## src/rtl/tbdec_timers.sv

```systemverilog
`default_nettype none
// ============================================================================
// Module   : tbdec_timers
// Purpose  : Prescaled timebase plus DEC_CHANNELS decrementers with optional
//            auto-reload and sticky expiry-pending flags.
// Revision : 1.0 - initial release
// ============================================================================
module tbdec_timers #(
  parameter int TB_WIDTH     = 64,
  parameter int DEC_CHANNELS = 2,
  parameter int DEC_WIDTH    = 32,
  parameter int PRESCALE_L2  = 1
) (
  input  logic                              clk,
  input  logic                              reset_n,
  input  logic                              write_en,
  input  logic [4:0]                        write_sel,
  input  logic [31:0]                       write_val,
  input  logic [DEC_CHANNELS-1:0]           autoreload,
  input  logic [DEC_CHANNELS-1:0]           dec_ack,
  output logic [TB_WIDTH-1:0]               tb,
  output logic [DEC_CHANNELS*DEC_WIDTH-1:0] dec,
  output logic [DEC_CHANNELS-1:0]           dec_msb,
  output logic [DEC_CHANNELS-1:0]           dec_pending
);

  logic        w_tick;
  logic        w_wr_tbl;
  logic [31:0] r_tbl;

  // Shared tick: asserted in the cycle the free-running prescaler is all-ones.
  if (PRESCALE_L2 == 0) begin : g_presc_none
    assign w_tick = 1'b1;
  end else begin : g_presc
    logic [PRESCALE_L2-1:0] r_presc;
    always_ff @(posedge clk or negedge reset_n) begin
      if (!reset_n) r_presc <= '0;
      else          r_presc <= r_presc + PRESCALE_L2'(1);
    end
    assign w_tick = &r_presc;
  end

  assign w_wr_tbl = write_en && (write_sel == 5'd0);

  always_ff @(posedge clk or negedge reset_n) begin
    if (!reset_n)      r_tbl <= '0;
    else if (w_wr_tbl) r_tbl <= write_val;
    else if (w_tick)   r_tbl <= r_tbl + 32'd1;
  end

  if (TB_WIDTH == 64) begin : g_tbu
    logic [31:0] r_tbu;
    logic        w_wr_tbu;
    logic        w_carry;
    assign w_wr_tbu = write_en && (write_sel == 5'd1);
    // Carry looks at the registered TBL, so a same-cycle TBL write cannot hide it.
    assign w_carry  = w_tick && (r_tbl == 32'hffff_ffff);
    always_ff @(posedge clk or negedge reset_n) begin
      if (!reset_n)      r_tbu <= '0;
      else if (w_wr_tbu) r_tbu <= write_val;
      else if (w_carry)  r_tbu <= r_tbu + 32'd1;
    end
    assign tb = {r_tbu, r_tbl};
  end else begin : g_tb32
    assign tb = r_tbl;
  end

  for (genvar c = 0; c < DEC_CHANNELS; c++) begin : g_chan
    localparam logic [4:0] C_SEL_DEC   = 5'(2 + 2*c);
    localparam logic [4:0] C_SEL_DECAR = 5'(3 + 2*c);

    logic [DEC_WIDTH-1:0] r_dec;
    logic [DEC_WIDTH-1:0] r_decar;
    logic                 r_msb;
    logic                 r_pend;
    logic                 w_wr_dec;
    logic                 w_wr_decar;
    logic                 w_expire;

    assign w_wr_dec   = write_en && (write_sel == C_SEL_DEC);
    assign w_wr_decar = write_en && (write_sel == C_SEL_DECAR);
    // A write to DEC swallows that cycle's tick, including any expiry.
    assign w_expire   = w_tick && !w_wr_dec && (r_dec == '0);

    always_ff @(posedge clk or negedge reset_n) begin
      if (!reset_n)        r_decar <= '0;
      else if (w_wr_decar) r_decar <= write_val[DEC_WIDTH-1:0];
    end

    always_ff @(posedge clk or negedge reset_n) begin
      if (!reset_n) begin
        r_dec <= '1;
      end else if (w_wr_dec) begin
        r_dec <= write_val[DEC_WIDTH-1:0];
      end else if (w_tick) begin
        if (r_dec != '0)        r_dec <= r_dec - DEC_WIDTH'(1);
        else if (autoreload[c]) r_dec <= r_decar;
        else                    r_dec <= '1;
      end
    end

    always_ff @(posedge clk or negedge reset_n) begin
      if (!reset_n) begin
        r_pend <= 1'b0;
        r_msb  <= 1'b1;
      end else begin
        r_msb <= r_dec[DEC_WIDTH-1];
        if (w_expire)        r_pend <= 1'b1;
        else if (dec_ack[c]) r_pend <= 1'b0;
      end
    end

    assign dec[c*DEC_WIDTH +: DEC_WIDTH] = r_dec;
    assign dec_msb[c]                    = r_msb;
    assign dec_pending[c]                = r_pend;
  end

endmodule
`default_nettype wire
```

## config.mk

```make
export PLATFORM = sky130hd
export DESIGN_NAME = tbdec_timers
export DESIGN_NICKNAME = d
export VERILOG_FILES = /design/src/rtl/tbdec_timers.sv
export SDC_FILE = /design/constraint.sdc
export NUM_CORES = 1
export LEC_CHECK = 0
export CORE_UTILIZATION = 70
export CTS_BUF_LIST = sky130_fd_sc_hd__clkbuf_2 sky130_fd_sc_hd__clkbuf_4 sky130_fd_sc_hd__clkbuf_8
export CTS_CLUSTER_DIAMETER = 30
export DETAILED_ROUTE_END_ITERATION = 12
export DONT_BUFFER_PORTS = 1
export PLACE_DENSITY = 0.82
export SETUP_SLACK_MARGIN = 0.02
export SYNTH_ARGS = -nofsm -noshare
export SYNTH_HDL_FRONTEND = slang
export SYNTH_SLANG_ARGS = --single-unit
```

## constraint.sdc

```tcl
create_clock -name clk -period 7 [get_ports clk]
set_clock_uncertainty 0.1 [all_clocks]
set_input_delay 2.1 -clock clk [delete_from_list [all_inputs] [get_ports clk]]
set_output_delay 2.1 -clock clk [all_outputs]
set_load 0.01 [all_outputs]
```

Yosys cells after proc, flatten, opt, wreduce, memory -nomap -nowiden --
Index checks and enable logic that the tools add are counted.
Cells by class: add/sub/neg operators 5, equality and inequality tests 6, muxes and demuxes 16, reductions and logical operators 24
Operators with widths (count):
- 32-bit two-way mux | 12
- 32-bit by 1-bit adder with 32-bit output (second input constant) | 2
- 32-bit zero test | 2
- 32-bit nonzero test | 2
- 32-bit by 1-bit subtractor with 32-bit output (second input constant) | 2
- 32-bit == test (second input constant) | 1
- 2-bit nonzero test | 6
- 1-bit logical AND | 11
- 5-bit by 2-bit == test with 1-bit output (second input constant) | 2
- 5-bit by 3-bit == test with 1-bit output (second input constant) | 2
- 5-bit by 1-bit == test with 1-bit output (second input constant) | 1
- 5-bit zero test | 1
- 1-bit two-way mux | 4
- 1-bit zero test | 2
- 1-bit adder (second input constant) | 1
Word-level totals: register bits after elaboration 197, output and inout bits 132, logic and storage cells 62, input bits 44

Longest topological paths before layout --
Gate-level depths: netlist of run 1.
depth in word-level cells 6, gate-level depth with buffers 10, gate-level depth less buffers 8

Worst setup path before layout of run 1 --
Ideal clock, no wire load.
path kind input port to flip-flop, start in write_sel[3], end reg g_chan[0].r_decar[10], data arrival time 3.707 ns, setup time 0.125 ns, stages 5, path buffers 2, data required time 6.775 ns, slack 3.069 ns, cell sequence nor4b_1 and3_1 clkbuf_1 buf_1 mux2_2
Between the ends: word-level cells in the longest chain between the ends 2
Ends and longest elaborated chain:
- start, declared | line 17 | input logic [4:0] write_sel,
- 5-bit by 2-bit == test with 1-bit output | line 81 | assign w_wr_decar = write_en && (write_sel == C_SEL_DECAR);
- 1-bit logical AND | line 81
- end signal, assigned | line 87 | else if (w_wr_decar) r_decar <= write_val[DEC_WIDTH-1:0];
- end, declared | line 73 | logic [DEC_WIDTH-1:0] r_decar;
No other way between the ends. A chain may end at the register's enable or synchronous reset.

Worst setup path after layout of run 1 --
start in write_sel[3], end reg g_chan[0].r_dec[24]
Between the ends: word-level cells in the longest chain between the ends 3, elaborated cells between the ends (all ways) 4, those cells by class eq/ne: 1; mux: 1; reduce/logical: 2
Ends and longest elaborated chain:
- 5-bit by 2-bit == test with 1-bit output (*) | line 80 | assign w_wr_dec = write_en && (write_sel == C_SEL_DEC);
- 1-bit logical AND (*) | line 80
- 32-bit two-way mux / 2-bit nonzero test (equally long branches)
- end signal, assigned | line 94 | r_dec <= write_val[DEC_WIDTH-1:0];
- end signal, assigned | line 96 | if (r_dec != '0) r_dec <= r_dec - DEC_WIDTH'(1);
- end signal, assigned | line 97 | else if (autoreload[c]) r_dec <= r_decar;
- end, declared | line 72 | logic [DEC_WIDTH-1:0] r_dec;
Mark *: on every way between the ends. The rest lies on a longest branch, timed or not.

==> metrics, run 1 <==
ANT nets after route=0; largest net degree at the start of global routing=198; Final Setup Violations=0; combinational share of power=0.196; Mapped Cells=1190; most frequent cell after synthesis=dfrtp_1; Post-layout nets=1190; synth top area cells=dfrtp_1 (30%), dfstp_2 (16%), mux2_2 (6.6%), o21ai_0 (5.0%), xor2_1 (4.8%); DR DRC count=0; Commonest cells post-synth=dfrtp_1 (131), o21ai_0 (110), nor2_1 (100); 1st-iter DRT viols=1024; Final HPWL DP=19.6 mm; synthesis-stage register bit count=197; syn_nets=1240; Synth Flop Type=dfrtp_1; share of post-route cells with drive strength above 1=0.164; clk root buf=clkbuf_8; fin. max-slew vios=0; total of max-cap violations=0; clock insertion delay at the later pin of the skew report=0.48 ns; number of global-route vias before repair=8862; class of the worst hold path=flip-flop to flip-flop; first-pass GRT wire length=49.0 mm; Synth cell types=57; Total GRT Usage=0.400; Ant. Diodes=0; # Post-CTS Setup Buffers=0; fillers=1103; antenna violations before repair=1; Worst R2R End=g_chan[1].r_dec[16]; number of flops mapped to enable cells by yosys=0; Die Width=128 um; Worst Hold End=g_chan[0].r_msb; Yosys top cell area share=0.297; reg-to-reg critical path startpoint=g_chan[1].r_dec[25]; fin cells=1364; Synth area leader=dfrtp_1; Max VDD drop=0.000158 V; hold buffers post-CTS=0; H-Tree Depth=4; pwr dens=327 mW/mm^2; clock sink count=197; Syn Std Cell Area=0.0110 mm^2; clock slew at reported path FFs=0.10 ns; setup TNS=0 ns; number of instances in the placed design=1332; core area=0.0153 mm^2; post-synthesis sequential area ratio=0.454; Clk network pwr share=0.251; vias=9282; part of the cycle the worst path needs=0.619; CP max FO=31; switching power share of the total=0.347; Core Util, Final=0.756; RSZ-0062 raised after global routing=no; full die area=0.0163 mm^2; pre-CTS setup slack=2.29 ns; total gr overflow=0; die height=128 um; P_int=2.47 mW; clock tree buffer depth=2; Sw Pwr=1.31 mW; CTS tree=yes; status=finished, final reports clean; Fin. Hold Viols=0; relative slew slack=0.149; Data arrival, critical path=4.60 ns; Register-to-Register Setup Slack=3.23 ns; HP Start=g_chan[0].r_dec[31]; Leak=4.63 nW; post_cts resized=0; CP Data Required Time=7.27 ns; Hold Crit Depth=0; Vias/cell=6.80; routed len/inst=23.0 um; FP Rows=45; Hold WS=0.328 ns; TritonCTS buffer count=17; starting density of the core=0.721; FF-to-FF path depth=7; Synth async-reset ratio=1.00; final worst slack=2.67 ns; Startpoint Class=input pin; yosys synthesis warning count=0; I/O Pins=176; fin crit period=4.33 ns; Initial DRT Pass Iterations=6; area growth from synthesis to layout=4.78%; worst slew pin tran=1.27 ns; final WL=31.4 mm; WS Path Type=input pin to flip-flop; Seq pwr share=0.552; CP Capture Type=flip-flop; placer's final routability congestion estimate=0.972; port buffer count=0; Avg Inst Size Synth=9.28 um^2; Fmax=231 MHz
==> critical path, stage by stage <==
cell,delay (ns)
nor4b_1,0.85
nand2_1,0.18
or2_2,0.57
nand2_1,0.65
o21ai_0,0.24
==> area by class of cell <==
class                      count  area [um^2]  share of cell area
multi-input combinational    892         5620               0.485
inverter                      23         86.3             0.00746
clock buffer                  18          248              0.0214
sequential                   197         5010               0.433
tap                          211          264              0.0228
clock inverter                14          279              0.0241
timing repair buffer           9         67.6             0.00584
==> worst max path at each step <==
stage	cells past startpoint	endpoint	slack (ns)	startpoint
after floorplan	5	g_chan[0].r_decar[10]	3.07	write_sel[3]
after global placement	5	g_chan[0].r_pend	2.36	write_sel[3]
after detailed placement	5	g_chan[0].r_pend	2.29	write_sel[3]
after CTS	5	g_chan[0].r_dec[24]	2.78	write_sel[3]
after global routing	5	g_chan[0].r_pend	2.54	write_sel[3]
final	5	g_chan[0].r_dec[24]	2.67	write_sel[3]
==> metal layers <==
layer  share of wire  wire, um  GRT usage
met1            0.38     11800      0.516
met2            0.44     14000      0.599
met3            0.13      4070      0.139
met4           0.049      1540      0.203
met5               0         0          0
==> kinds of logic after synthesis <==
| kind of cell | count (synthesis) | share of synthesized area |
|---|---|---|
| and+or+nand+nor | 443 | 0.214 |
| AOI/OAI and AO/OA | 270 | 0.136 |
| DFF | 197 | 0.454 |
| xor gates and xnor gates | 106 | 0.0841 |
| buffers and inverters | 101 | 0.0382 |
| muxes | 67 | 0.0681 |
| adders and majority gates | 6 | 0.00680 |
==> metrics by stage <==
| stage | area (um^2) | total power, mW |
|---|---|---|
| finish | 11600 | 3.78 |
| global route | 11600 | 3.97 |
| CTS | 11600 | 3.77 |
| detailed placement | 11000 | 2.82 |
| global placement | 11000 | 2.78 |
| floorplan | 11000 | 2.59 |
==> layout by cell type, fill, tap and decap left out, types with 3 or more instances in the layout <==
cell,count
nor4_1,27
and4_1,8
o22ai_1,21
mux2_2,65
nor3_1,48
o21ai_0,110
and3_1,43
inv_1,23
a221o_1,3
nand2_1,82
dfrtp_1,131
bufinv_16,8
clkinv_2,3
xor2_1,61
nand3_1,34
nor2_1,99
buf_4,9
o41ai_1,5
a31oi_1,6
xnor2_1,45
clkbuf_8,18
nand4_1,20
or3_1,20
nand3b_1,26
o21ai_1,6
dfstp_2,66
o31ai_1,7
ha_1,6
nor2b_1,3
a21oi_1,95
o211ai_1,4
o221ai_1,4
and2_1,3
or4_1,7
==> sequential cells by signal, indices dropped and copies added, names as in the netlist <==
name	cells
g_chan.r_dec	64
g_chan.r_decar	64
g_tbu.r_tbu	32
r_tbl	32
g_chan.r_msb	2
g_chan.r_pend	2
g_presc.r_presc	1
==> power by group through the flow <==
stage,logic (mW),registers [mW],clock network [mW]
after detailed placement,0.731,2.09,0
after CTS,0.738,2.08,0.957
final,0.743,2.09,0.950
after global routing,0.839,2.14,0.999
after global placement,0.699,2.08,0
after floorplan,0.648,1.94,0
Note: power is estimated with default switching activity, not from simulation.
==> run 2: changes to the inputs <==
--- a/config.mk
+++ b/config.mk
@@ -5,12 +5,12 @@
 export SDC_FILE = /design/constraint.sdc
 export NUM_CORES = 1
 export LEC_CHECK = 0
-export CORE_UTILIZATION = 70
+export CORE_UTILIZATION = 60
 export CTS_BUF_LIST = sky130_fd_sc_hd__clkbuf_2 sky130_fd_sc_hd__clkbuf_4 sky130_fd_sc_hd__clkbuf_8
 export CTS_CLUSTER_DIAMETER = 30
 export DETAILED_ROUTE_END_ITERATION = 12
 export DONT_BUFFER_PORTS = 1
-export PLACE_DENSITY = 0.82
+export PLACE_DENSITY = 0.75
 export SETUP_SLACK_MARGIN = 0.02
 export SYNTH_ARGS = -nofsm -noshare
 export SYNTH_HDL_FRONTEND = slang
==> constraint.sdc (replaced) <==
create_clock -name clk -period 3.5 [get_ports clk]
set_clock_uncertainty 0.1 [all_clocks]
set_input_delay 1.05 -clock clk [delete_from_list [all_inputs] [get_ports clk]]
set_output_delay 1.05 -clock clk [all_outputs]
set_load 0.01 [all_outputs]
==> run 2 against run 1 <==
Final area up 0.93%. Global-route usage down 4.6 points. Routed wire length up 4.6%. Register-to-register slack worse by 2.5 ns. Utilization down 11 points. Worst setup slack worse by 2.0 ns. Clock-buffer cell count up 1.
==> metrics, run 2 (same netlist as run 1, synthesis figures left out) <==
crit path buf inv count=0; FF-to-FF path depth=7; WS Path Type=flip-flop to flip-flop; FP Rows=49; DR top layer=met4; CP Data Required Time=3.77 ns; relative slew slack=0.172; largest net degree at the start of global routing=198; die height=138 um; Crit path largest cell delay=0.53 ns; most common cell after layout, fill and taps aside=dfrtp_1; Vias/cell=6.68; total gr overflow=0; H-Tree Depth=4; Register-to-Register Setup Slack=0.68 ns; setup TNS=0 ns; full die area=0.0190 mm^2; port buffer count=0; Total GRT Usage=0.353; Fmax=355 MHz; status=finished, final reports clean; part of the cycle the worst path needs=0.805; pwr dens=633 mW/mm^2; reg-to-reg critical path startpoint=r_tbl[1]; Startpoint Class=flip-flop; final WL=32.9 mm; Fin. Hold Viols=0; hold buffers post-CTS=0; worst slew pin tran=1.24 ns; clock sink count=197; placer's final routability congestion estimate=0.892; DR DRC count=0; CTS tree=yes; first-pass GRT wire length=49.4 mm; cell family with most CP delay=simple AND/OR/NAND/NOR gates; clock tree buffer depth=2; number of instances in the placed design=1367; CP max FO=15; wl on met1=12.5 mm; share of post-route cells with drive strength above 1=0.175; Final HPWL DP=21.3 mm; CP startpoint=r_tbl[1]; Worst Setup EP=g_tbu.r_tbu[15]; RSZ-0062 raised after global routing=no; Ant. Diodes=0; # Post-CTS Setup Buffers=0; Crit-path slowest cell=nand3_1; metal3 WL=4.02 mm; number of global-route vias before repair=8890; Initial DRT Pass Iterations=5; clock slew at reported path FFs=0.10 ns; CP Capture Type=flip-flop; fin cells=1399; antenna violations before repair=0; post_cts resized=0; fillers=1486; area growth from synthesis to layout=5.75%; Crit. path cell count=7; Max VDD drop=0.000331 V; fin. max-slew vios=0; class of the worst hold path=input pin to asynchronous set/reset pin; total of max-cap violations=0; Worst R2R End=g_tbu.r_tbu[15]; 1st-iter DRT viols=1006; TritonCTS buffer count=17; starting density of the core=0.613; crit-path cells=ha_1 > nand4_1 > nor2_1 > nand3_1 > nor4_1 > xnor2_1 > o21ai_0; Data arrival, critical path=3.09 ns; ANT nets after route=0; Final Setup Violations=0; clock insertion delay at the later pin of the skew report=0.49 ns; clk root buf=clkbuf_8; routed len/inst=23.5 um; WL met2=14.5 mm; Die Width=138 um; core area=0.0180 mm^2; vias=9345; fin crit period=2.82 ns; I/O Pins=176; Post-layout nets=1207; Leak=4.69 nW; Regs by FF count=g_chan.r_dec (64), g_chan.r_decar (64); commonest non-fill, non-tap cells in the layout=dfrtp_1 (131), o21ai_0 (110), nor2_1 (99)
## run 2: power breakdown
part / total (mW) / switching (mW) / internal (mW)
Clock: 1.70 / 0.827 / 0.875
Sequential: 4.17 / 1.09 / 3.09
Combinational: 1.52 / 0.730 / 0.788
## run 2: final cells by class
type / count / area [um^2] / area share
multi-input cells: 892 / 5620 / 0.481
flip-flops and latches: 197 / 5010 / 0.429
well taps: 229 / 287 / 0.0245
clock buffers: 19 / 255 / 0.0219
repair buffers: 26 / 220 / 0.0189
clock inverters: 13 / 204 / 0.0175
inverters: 23 / 86.3 / 0.00739
## run 2: per-layer routing
metal | global-route usage | up-vias
li1 | - | 4196
met1 | 0.440 | 4585
met2 | 0.522 | 471
met3 | 0.125 | 93
met4 | 0.220 | 0
met5 | 0 | -
## run 2: worst min-delay path by stage
stage | start | to | slack [ns] | depth (start not counted)
final | reset_n | r_tbl[14] | 0.15 | 0
after global routing | reset_n | r_tbl[9] | 0.13 | 0
after floorplan | g_chan[0].r_dec[31] | g_chan[0].r_msb | 0.29 | 0
after detailed placement | g_chan[0].r_dec[31] | g_chan[0].r_msb | 0.31 | 0
after global placement | g_chan[0].r_dec[31] | g_chan[0].r_msb | 0.31 | 0
after CTS | reset_n | r_tbl[22] | 0.13 | 0
## run 2: per-stage QoR
step / hold WS [ns] / utilization / total power [mW] / cell area, um^2 / worst slack (ns)
after global placement: 0.311 / 0.623 / 5.61 / 11200 / 0.563
after global routing: 0.126 / 0.648 / 7.80 / 11700 / 0.434
after CTS: 0.132 / 0.648 / 7.39 / 11700 / 0.705
after floorplan: 0.286 / - / 5.18 / 11000 / 0.619
final: 0.147 / 0.648 / 7.39 / 11700 / 0.682
after detailed placement: 0.308 / 0.623 / 5.69 / 11200 / 0.505
==> run 3: changes to the inputs <==
--- a/config.mk
+++ b/config.mk
@@ -5,12 +5,12 @@
 export SDC_FILE = /design/constraint.sdc
 export NUM_CORES = 1
 export LEC_CHECK = 0
-export CORE_UTILIZATION = 60
+export CORE_UTILIZATION = 67
 export CTS_BUF_LIST = sky130_fd_sc_hd__clkbuf_2 sky130_fd_sc_hd__clkbuf_4 sky130_fd_sc_hd__clkbuf_8
 export CTS_CLUSTER_DIAMETER = 30
 export DETAILED_ROUTE_END_ITERATION = 12
 export DONT_BUFFER_PORTS = 1
-export PLACE_DENSITY = 0.75
+export PLACE_DENSITY = 0.79
 export SETUP_SLACK_MARGIN = 0.02
 export SYNTH_ARGS = -nofsm -noshare
 export SYNTH_HDL_FRONTEND = slang
==> constraint.sdc (replaced) <==
create_clock -name clk -period 2.8 [get_ports clk]
set_clock_uncertainty 0.1 [all_clocks]
set_input_delay 0.84 -clock clk [delete_from_list [all_inputs] [get_ports clk]]
set_output_delay 0.84 -clock clk [all_outputs]
set_load 0.01 [all_outputs]
==> run 3 against run 2 <==
The run now ends with hold timing left. First-iteration DRC count down 9.7%. Critical path depth unchanged. Utilization up 9.5 points. Sequential share of layout area down 0.73 points. Flip-flop and latch count unchanged. Global-route usage up 3.5 points. Fmax up 5.5%. Die area down 10%. Worst hold slack worse by 0.20 ns. Clock-buffer cell count up 1.
==> metrics, run 3 (same netlist as run 1, synthesis figures left out) <==
status=finished, violations left; violated checks=hold timing; FF-to-FF path depth=7; final worst slack=0.128 ns; vias=9476; clock sink count=197; Worst R2R End=g_chan[1].r_dec[8]; starting density of the core=0.690; Regs by FF count=g_chan.r_dec (64), g_chan.r_decar (64); full die area=0.0170 mm^2; Register-to-Register Setup Slack=0.13 ns; reg-to-reg critical path startpoint=g_chan[1].r_dec[13]; worst slew pin tran=0.739 ns; part of the cycle the worst path needs=0.954; crit path buf inv count=2; switching power share of the total=0.370; metal3 WL=4.09 mm; Vias/cell=6.71; crit-path cells=or4_1 > nand4b_4 > nor4_4 > buf_4 > buf_4 > o21ai_0 > o21ai_0; Leak=4.82 nW; cell family with most CP delay=simple AND/OR/NAND/NOR gates; fin crit period=2.67 ns; clock insertion delay at the later pin of the skew report=0.48 ns; combinational share of power=0.220; wl on met1=12.1 mm; Die Width=130 um; fin. max-slew vios=0; DR DRC count=0; Placement Cell Area=0.0114 mm^2; Crit path largest cell delay=0.64 ns; antenna violations before repair=0; Initial DRT Pass Iterations=6; Data arrival, critical path=2.97 ns; class of the worst hold path=input pin to asynchronous set/reset pin; commonest non-fill, non-tap cells in the layout=dfrtp_1 (131), o21ai_0 (109), nor2_1 (99); clock slew at reported path FFs=0.10 ns; pwr dens=754 mW/mm^2; setup TNS=0 ns; Crit-path slowest cell=or4_1; final WL=32.4 mm; WL met2=14.7 mm; Post-layout nets=1233; 1st-iter DRT viols=908; largest net degree at the start of global routing=198; Core Util, Final=0.743; Max VDD drop=0.000456 V; port buffer count=0; number of global-route vias before repair=8871; CP max FO=14; clock tree buffer depth=2; clk root buf=clkbuf_8; most common cell after layout, fill and taps aside=dfrtp_1; Hold WS=-0.0566 ns; Fmax=374 MHz; share of post-route cells with drive strength above 1=0.196; ANT nets after route=0; Final HPWL DP=21.3 mm; Total GRT Usage=0.388; CTS tree=yes; FP Rows=46; Clk network pwr share=0.201; Sw Pwr=3.31 mW; total of max-cap violations=0; die height=130 um; CP startpoint=g_chan[1].r_dec[13]; relative slew slack=0.507; Startpoint Class=flip-flop; Crit. path cell count=7; H-Tree Depth=4; Final Instance Area=0.0119 mm^2; P_int=5.65 mW; WS Path Type=flip-flop to flip-flop; CP Data Required Time=3.10 ns; area growth from synthesis to layout=7.58%; first-pass GRT wire length=49.0 mm; Seq pwr share=0.579; CP Capture Type=flip-flop; Final Setup Violations=0; I/O Pins=176; pre-CTS setup slack=0.116 ns; placer's final routability congestion estimate=0.904; core area=0.0160 mm^2; routed len/inst=22.9 um; Worst Setup EP=g_chan[1].r_dec[8]; total gr overflow=0; DR top layer=met4; Fin. Hold Viols=112; TritonCTS buffer count=17
==> run 3: worst min path at each step <==
stage | from | endpoint | slack [ns] | cells past startpoint
global placement | g_chan[1].r_dec[31] | g_chan[1].r_msb | 0.32 | 0
detailed placement | g_chan[0].r_dec[31] | g_chan[0].r_msb | 0.32 | 0
floorplan | g_chan[0].r_dec[31] | g_chan[0].r_msb | 0.29 | 0
finish | reset_n | g_tbu.r_tbu[25] | -0.06 | 0
CTS | reset_n | g_chan[1].r_decar[26] | -0.08 | 0
global route | reset_n | g_tbu.r_tbu[25] | -0.09 | 0
==> run 3: through the flow <==
stage                     total power, mW  cells
after detailed placement             7.14   1375
after CTS                            8.92   1407
final                                8.96   1413
after global routing                 9.43   1412
after floorplan                      6.47   1190
after global placement               7.03   1375
==> run 3: power groups by stage <==
stage          sequential [mW]  combinational [mW]  clock [mW]
2_1_floorplan             4.85                1.62           0
4_1_cts                   5.16                1.95        1.82
6_report                  5.19                1.97        1.80
3_3_place_gp              5.18                1.85           0
3_5_place_dp              5.20                1.94           0
5_1_grt                   5.31                2.21        1.91
==> run 3: what timing repair did <==
item,in CTS,in global routing
endpoints found under the hold margin,131,131
setup buffers,0,4
gates resized for setup,0,5
setup endpoints to repair,0,16
==> run 3: per-layer routing <==
| metal | track usage | vias to the layer above |
|---|---|---|
| met3 | 0.142 | 102 |
| met1 | 0.489 | 4591 |
| met2 | 0.582 | 527 |
| li1 | - | 4256 |
| met5 | 0 | - |
| met4 | 0.216 | 0 |
==> run 3: area by class of cell <==
class                           instances  area [um^2]
Inverter                               23         86.3
Tap cell                              216          270
Clock buffer                           20          275
Sequential cell                       197         5010
Fill cell                            1214         4120
Antenna cell                            1         2.50
Multi-Input combinational cell        892         5640
Timing Repair Buffer                   52          495
Clock inverter                         12          104
==> patch 1: new RTL, settings of run 3 <==
`DEC_CHANNELS`: 2 -> 4.
--- a/src/rtl/tbdec_timers.sv
+++ b/src/rtl/tbdec_timers.sv
@@ -9,3 +9,3 @@
   parameter int TB_WIDTH     = 64,
-  parameter int DEC_CHANNELS = 2,
+  parameter int DEC_CHANNELS = 4,
   parameter int DEC_WIDTH    = 32,
Ports: changed (5 resized); port bits go from 176 to 248. The function was not compared with the original's and may differ.
==> patch 1 against run 3 <==
- the flow still finishes with violations (negative hold slack)
- wire length grew 83%
- setup slack gained 110 ps
- count of clock-buffer cells in the layout grew 77
- non-clock buffer count grew 30
- final area grew 77%
- synthesized area grew 70%
- maximum frequency grew 4.2%
- global-route usage grew 2.4 points
- synthesized cell count grew 68%
- combinational power grew 69%
- sequential cell count grew 132
- via count grew 74%
- first-iteration DRC count grew 110%
- power grew 100%
==> patch 1: results (changes against run 3) <==
Logic synthesis
  – Synth area leaders: dfrtp_1 26%, dfstp_2 18%, mux2_2 7.7% (was dfrtp_1 30%, dfstp_2 16%, mux2_2 6.6%)
  – Library cells used by synthesis: 64 (was 57)
  – Top post-synthesis cells by count: 197 x dfrtp_1, 180 x a21oi_1, 172 x nor2_1, 132 x dfstp_2, 128 x mux2_2 (was 131 x dfrtp_1, 110 x o21ai_0, 100 x nor2_1, 95 x a21oi_1, 83 x nand2_1)
  – Seq/Total Area, Yosys: 44.69% (was 45.38%)
  – Syn nets: 2060 (was 1240)

Layout
  – # nets final: 2047 (was 1233)
  – Biggest regs: g_chan.r_dec x128, g_chan.r_decar x128 (was g_chan.r_dec x64, g_chan.r_decar x64)
  – Fraction of layout cells with a size suffix above 1: 24.68% (was 19.57%)

Clock tree
  – CTS root buf: clkbuf_8 (unchanged)
  – Htree depth: 3 (was 4)
  – TritonCTS buffer count: 74 (was 17)
  – Worst skew pair latency: 590 ps (was 480 ps)
  – Clk pin slew, worst setup/hold paths: 60 ps (was 100 ps)
  – CTS Buffer Depth: 3 (was 2)

Detailed routing
  – Met3 WL: 8.629 mm (was 4.089 mm)
  – Initial DRC count: 1942 (was 908)
  – First-pass DRT Iterations: 7 (was 6)
  – Vias per inst: 6.805 (was 6.706)
  – Wire length on met2: 25.64 mm (was 14.68 mm)
  – WL met1: 21.99 mm (was 12.11 mm)
  – Final WL: 59.22 mm (was 32.35 mm)

Timing
  – Final hold vios: 193 (was 112)
  – Worst Tran Pin Value: 975.3 ps (was 738.9 ps)
  – Hold Slack: -148.9 ps (was -56.60 ps)
  – F_max: 0.3897 GHz (was 0.3742 GHz)

Worst setup path
  – R2R setup slack: 230 ps (was 130 ps)
  – Arrival time worst endpoint: 2980 ps (was 2970 ps)
  – Crit path max fanout: 8 (was 14)
  – Critical Path Max Stage Delay: 590 ps (was 640 ps)

Place
  – Port Buffers: 0 (unchanged)
  – Setup WS pre-CTS: 174.9 ps (was 116.4 ps)
  – Placer congestion estimate: 0.9510 (was 0.9037)
  – Detail Placement HPWL: 36.89 mm (was 21.26 mm)

Outcome
  – Failing checks: negative hold slack (unchanged)
  – Outcome: finished, violations left (unchanged)

Pwr
  – Leak pwr: 8.569 nW (was 4.816 nW)
  – Peak VDD IR: 0.5925 mV (was 0.4559 mV)

Global routing
  – Vias in the first global route: 16180 (was 8871)
  – Total GRT Usage: 41.21% (was 38.82%)
  – Largest net degree at the start of global routing: 330 (was 198)
  – Initial antenna violation count: 2 (was 0)
## patch 1: area by class of cell
| cell class | instances | area [um^2] |
|---|---|---|
| clock inverters | 40 | 439.2 |
| repair buffers | 82 | 840.8 |
| diodes | 2 | 5.005 |
| flip-flops and latches | 329 | 8398 |
| fillers | 1861 | 6165 |
| well taps | 372 | 465.4 |
| inverters | 30 | 112.6 |
| clock buffers | 97 | 1254 |
| multi-input cells | 1472 | 9572 |
## patch 1: cell families after synthesis
kind of cell,count (synthesis),synth area share [%]
multiplexers,130,7.776
AO/OA/AOI/OAI,417,13.06
buffers and inverters,201,4.507
AND/OR/NAND/NOR,753,21.75
adder cells (fa/ha/maj),10,0.6658
XOR/XNOR,162,7.550
flip-flops,329,44.69
## patch 1: path summary, 6_finish.rpt
kind | cells past startpoint | endpoint | start
setup / recovery | 6 | g_chan[0].r_dec[17]$_DFFE_PN1P_ | g_chan[0].r_dec[2]$_DFFE_PN1P_
hold / removal | 0 | g_tbu.r_tbu[26]$_DFFE_PN0P_ | reset_n
setup reg to reg | 6 | g_chan[0].r_dec[17]$_DFFE_PN1P_ | g_chan[0].r_dec[2]$_DFFE_PN1P_
hold reg to reg | 0 | g_chan[2].r_msb$_DFF_PN1_ | g_chan[2].r_dec[31]$_DFFE_PN1P_
max in group asynchronous | 0 | g_chan[1].r_decar[5]$_DFFE_PN0P_ | reset_n
min in group clk | 1 | g_chan[2].r_pend$_DFFE_PN0P_ | dec_ack[2]
## patch 1: layer usage
layer / GRT usage, % / vias up
li1: - / 7250
met1: 51.82 / 8026
met2: 60.55 / 1029
met3: 16.95 / 191
met4: 22.21 / 0
met5: 0 / -
## patch 1: power by group
group / switching (mW) / total (mW) / leakage, nW / internal (mW)
registers: 2.22 / 8.72 / 3.81 / 6.50
clock network: 2.44 / 6.08 / 0.867 / 3.64
logic: 1.56 / 3.32 / 3.90 / 1.76
total: 6.21 / 18.1 / 8.57 / 11.9
## patch 1: critical path, delay by kind of cell (launching register included)
family / cells / cell delay, ps
AND/OR/NAND/NOR: 3 / 1610
flip-flops: 1 / 410
AO/OA/AOI/OAI: 2 / 230
XOR/XNOR: 1 / 160
## patch 1: through the flow
step	utilization, %	area (um^2)	std cells	hold slack, ps	power [mW]
floorplan	-	18790	2002	293.1	10.79
global placement	71.15	19390	2285	318.1	11.74
detailed placement	71.15	19390	2285	321.6	11.96
CTS	77.36	21080	2422	-166.9	18.05
global route	77.37	21080	2423	-176.4	18.90
finish	77.38	21090	2424	-148.9	18.12
==> patch 2: new RTL, settings of run 3 <==
Made on the original files. Reset style: synchronous (`reset_n`), changed in 6 clocked blocks.
--- a/src/rtl/tbdec_timers.sv
+++ b/src/rtl/tbdec_timers.sv
@@ -35,3 +35,3 @@
     logic [PRESCALE_L2-1:0] r_presc;
-    always_ff @(posedge clk or negedge reset_n) begin
+    always_ff @(posedge clk) begin
       if (!reset_n) r_presc <= '0;
@@ -44,3 +44,3 @@
 
-  always_ff @(posedge clk or negedge reset_n) begin
+  always_ff @(posedge clk) begin
     if (!reset_n)      r_tbl <= '0;
@@ -57,3 +57,3 @@
     assign w_carry  = w_tick && (r_tbl == 32'hffff_ffff);
-    always_ff @(posedge clk or negedge reset_n) begin
+    always_ff @(posedge clk) begin
       if (!reset_n)      r_tbu <= '0;
@@ -84,3 +84,3 @@
 
-    always_ff @(posedge clk or negedge reset_n) begin
+    always_ff @(posedge clk) begin
       if (!reset_n)        r_decar <= '0;
@@ -89,3 +89,3 @@
 
-    always_ff @(posedge clk or negedge reset_n) begin
+    always_ff @(posedge clk) begin
       if (!reset_n) begin
@@ -101,3 +101,3 @@
 
-    always_ff @(posedge clk or negedge reset_n) begin
+    always_ff @(posedge clk) begin
       if (!reset_n) begin
Check against the original RTL: differs if reset_n is asserted again (counterexample within 4 cycles, from zero or initial values and one cycle with reset_n low); with reset_n held inactive, the same outputs for 4 cycles.
==> patch 2 against run 3 <==
- cell count increased by 13%
- critical path type unchanged
- final area fell by 2.1%
- synthesized area down 3.1%
- non-clock buffer count grew 11
- setup slack better by 110 ps
- sequential cell count stayed put
- global-route usage is 2.0 points higher
- wire length rose by 3.6%
Power is not compared: it rests on default switching activity, and its combinational part moved more than twofold at a synthesized area within 25%.
==> patch 2: results (changes against run 3) <==
Detailed routing
  – Initial DRC count: 1047 (was 908)
  – Met3 WL: 3.963 mm (was 4.089 mm)
  – First-pass DRT Iterations: 5 (was 6)
  – Vias per inst: 6.574 (was 6.706)
  – Vias: 10490 (was 9476)
  – WL met1: 13.18 mm (was 12.11 mm)

Logic synthesis
  – Post-synth ARST share: 0% (was 100.0%)
  – Adder-cell share of the synthesized area: 0.7014% (was 0.6797%)
  – Library cells used by synthesis: 69 (was 57)
  – Synth Flop Type: dfxtp_1 (was dfrtp_1)
  – Post-synthesis mux area share: 0.1870% (was 6.808%)
  – Synth area leaders: dfxtp_1 37%, nand2_1 7.3%, a21oi_1 7.3% (was dfrtp_1 30%, dfstp_2 16%, mux2_2 6.6%)
  – Top post-synthesis cells by count: 209 x nand2_1, 197 x dfxtp_1, 156 x a21oi_1, 88 x nor2_1, 83 x clkbuf_1 (was 131 x dfrtp_1, 110 x o21ai_0, 100 x nor2_1, 95 x a21oi_1, 83 x nand2_1)
  – XOR/XNOR Fraction of Synth Area: 8.101% (was 8.405%)
  – Synthesized area per cell: 7.694 um^2 (was 9.282 um^2)

Global routing
  – First-pass GRT wire length: 51.84 mm (was 48.99 mm)
  – Total GRT Usage: 40.80% (was 38.82%)
  – Vias in the first global route: 9705 (was 8871)
  – Largest net degree at the start of global routing: 110 (was 198)

Worst setup path
  – Reg-to-reg endpoint: g_chan[0].r_dec[20]$_SDFFE_PN1P_ (was g_chan[1].r_dec[8]$_DFFE_PN1P_)
  – R2R setup slack: 240 ps (was 130 ps)
  – Crit path max fanout: 6 (was 14)
  – Worst path slowest cell: or3_1 (was or4_1)
  – Arrival time worst endpoint: 2820 ps (was 2970 ps)
  – Critical Path Max Stage Delay: 480 ps (was 640 ps)

Worst hold path
  – Path category of the worst min-delay check: reg -> reg (was in -> async)

Place
  – Placer congestion estimate: 0.9553 (was 0.9037)
  – Setup WS pre-CTS: 166.3 ps (was 116.4 ps)

Layout
  – # nets final: 1421 (was 1233)
  – Layout fillers: 1222 (was 1214)
  – N_diodes: 0 (was 1)

Outcome
  – Outcome: completed (was finished, violations left)
[patch 2: cell count changes after synthesis, sizes merged, moves of 30 or more]
cell / delta
dfstp: -66
and3: -31
a21oi: +61
clkbuf: +30
nor3b: +39
nand2: +127
dfxtp: +197
dfrtp: -131
o21ai: -39
mux2: -65
[patch 2: through the flow]
stage,instance area [um^2],hold slack (ps)
6_report,11630,355.3
5_1_grt,11630,321.5
4_1_cts,11600,336.6
3_5_place_dp,11160,342.6
3_3_place_gp,11160,337.1
2_1_floorplan,10700,331.1
[patch 2: layout make-up]
cell class / count / share of cell area (%)
inverters: 38 / 1.227
multi-input cells: 1054 / 53.50
well taps: 211 / 2.271
clock inverters: 14 / 1.689
flip-flops and latches: 197 / 33.93
repair buffers: 63 / 5.251
clock buffers: 18 / 2.131
[patch 2: cell families (layout without fill, tap and decap cells)]
group                    Yosys count  after routing
AND/OR/NAND/NOR                  587            587
AO/OA/AOI/OAI                    360            360
flip-flops                       197            197
buffers and inverters            140            133
XOR/XNOR                          99             99
adder cells (fa/ha/maj)            6              6
multiplexers                       2              2
[patch 2: where the power goes]
part	total (mW)	internal (mW)	leakage (nW)	switching, mW
sequential	3.06	2.90	1.60	0.159
clock	2.07	1.01	0.216	1.07
combinational	0.546	0.246	2.08	0.300
[patch 2: worst register-to-register path: cells and delay by family, from the launching register on]
kind	cells	cell delay [ps]
AOI/OAI and AO/OA	1	340
DFF	1	320
buffers and inverters	1	110
adders and majority gates	1	290
xor gates and xnor gates	1	90
and+or+nand+nor	4	1210
[patch 2: routing by layer]
layer | GRT usage (%) | vias to the layer above
met4 | 20.97 | 0
met1 | 52.52 | 4912
met5 | 0 | -
met2 | 62.83 | 531
met3 | 11.14 | 107
li1 | - | 4936
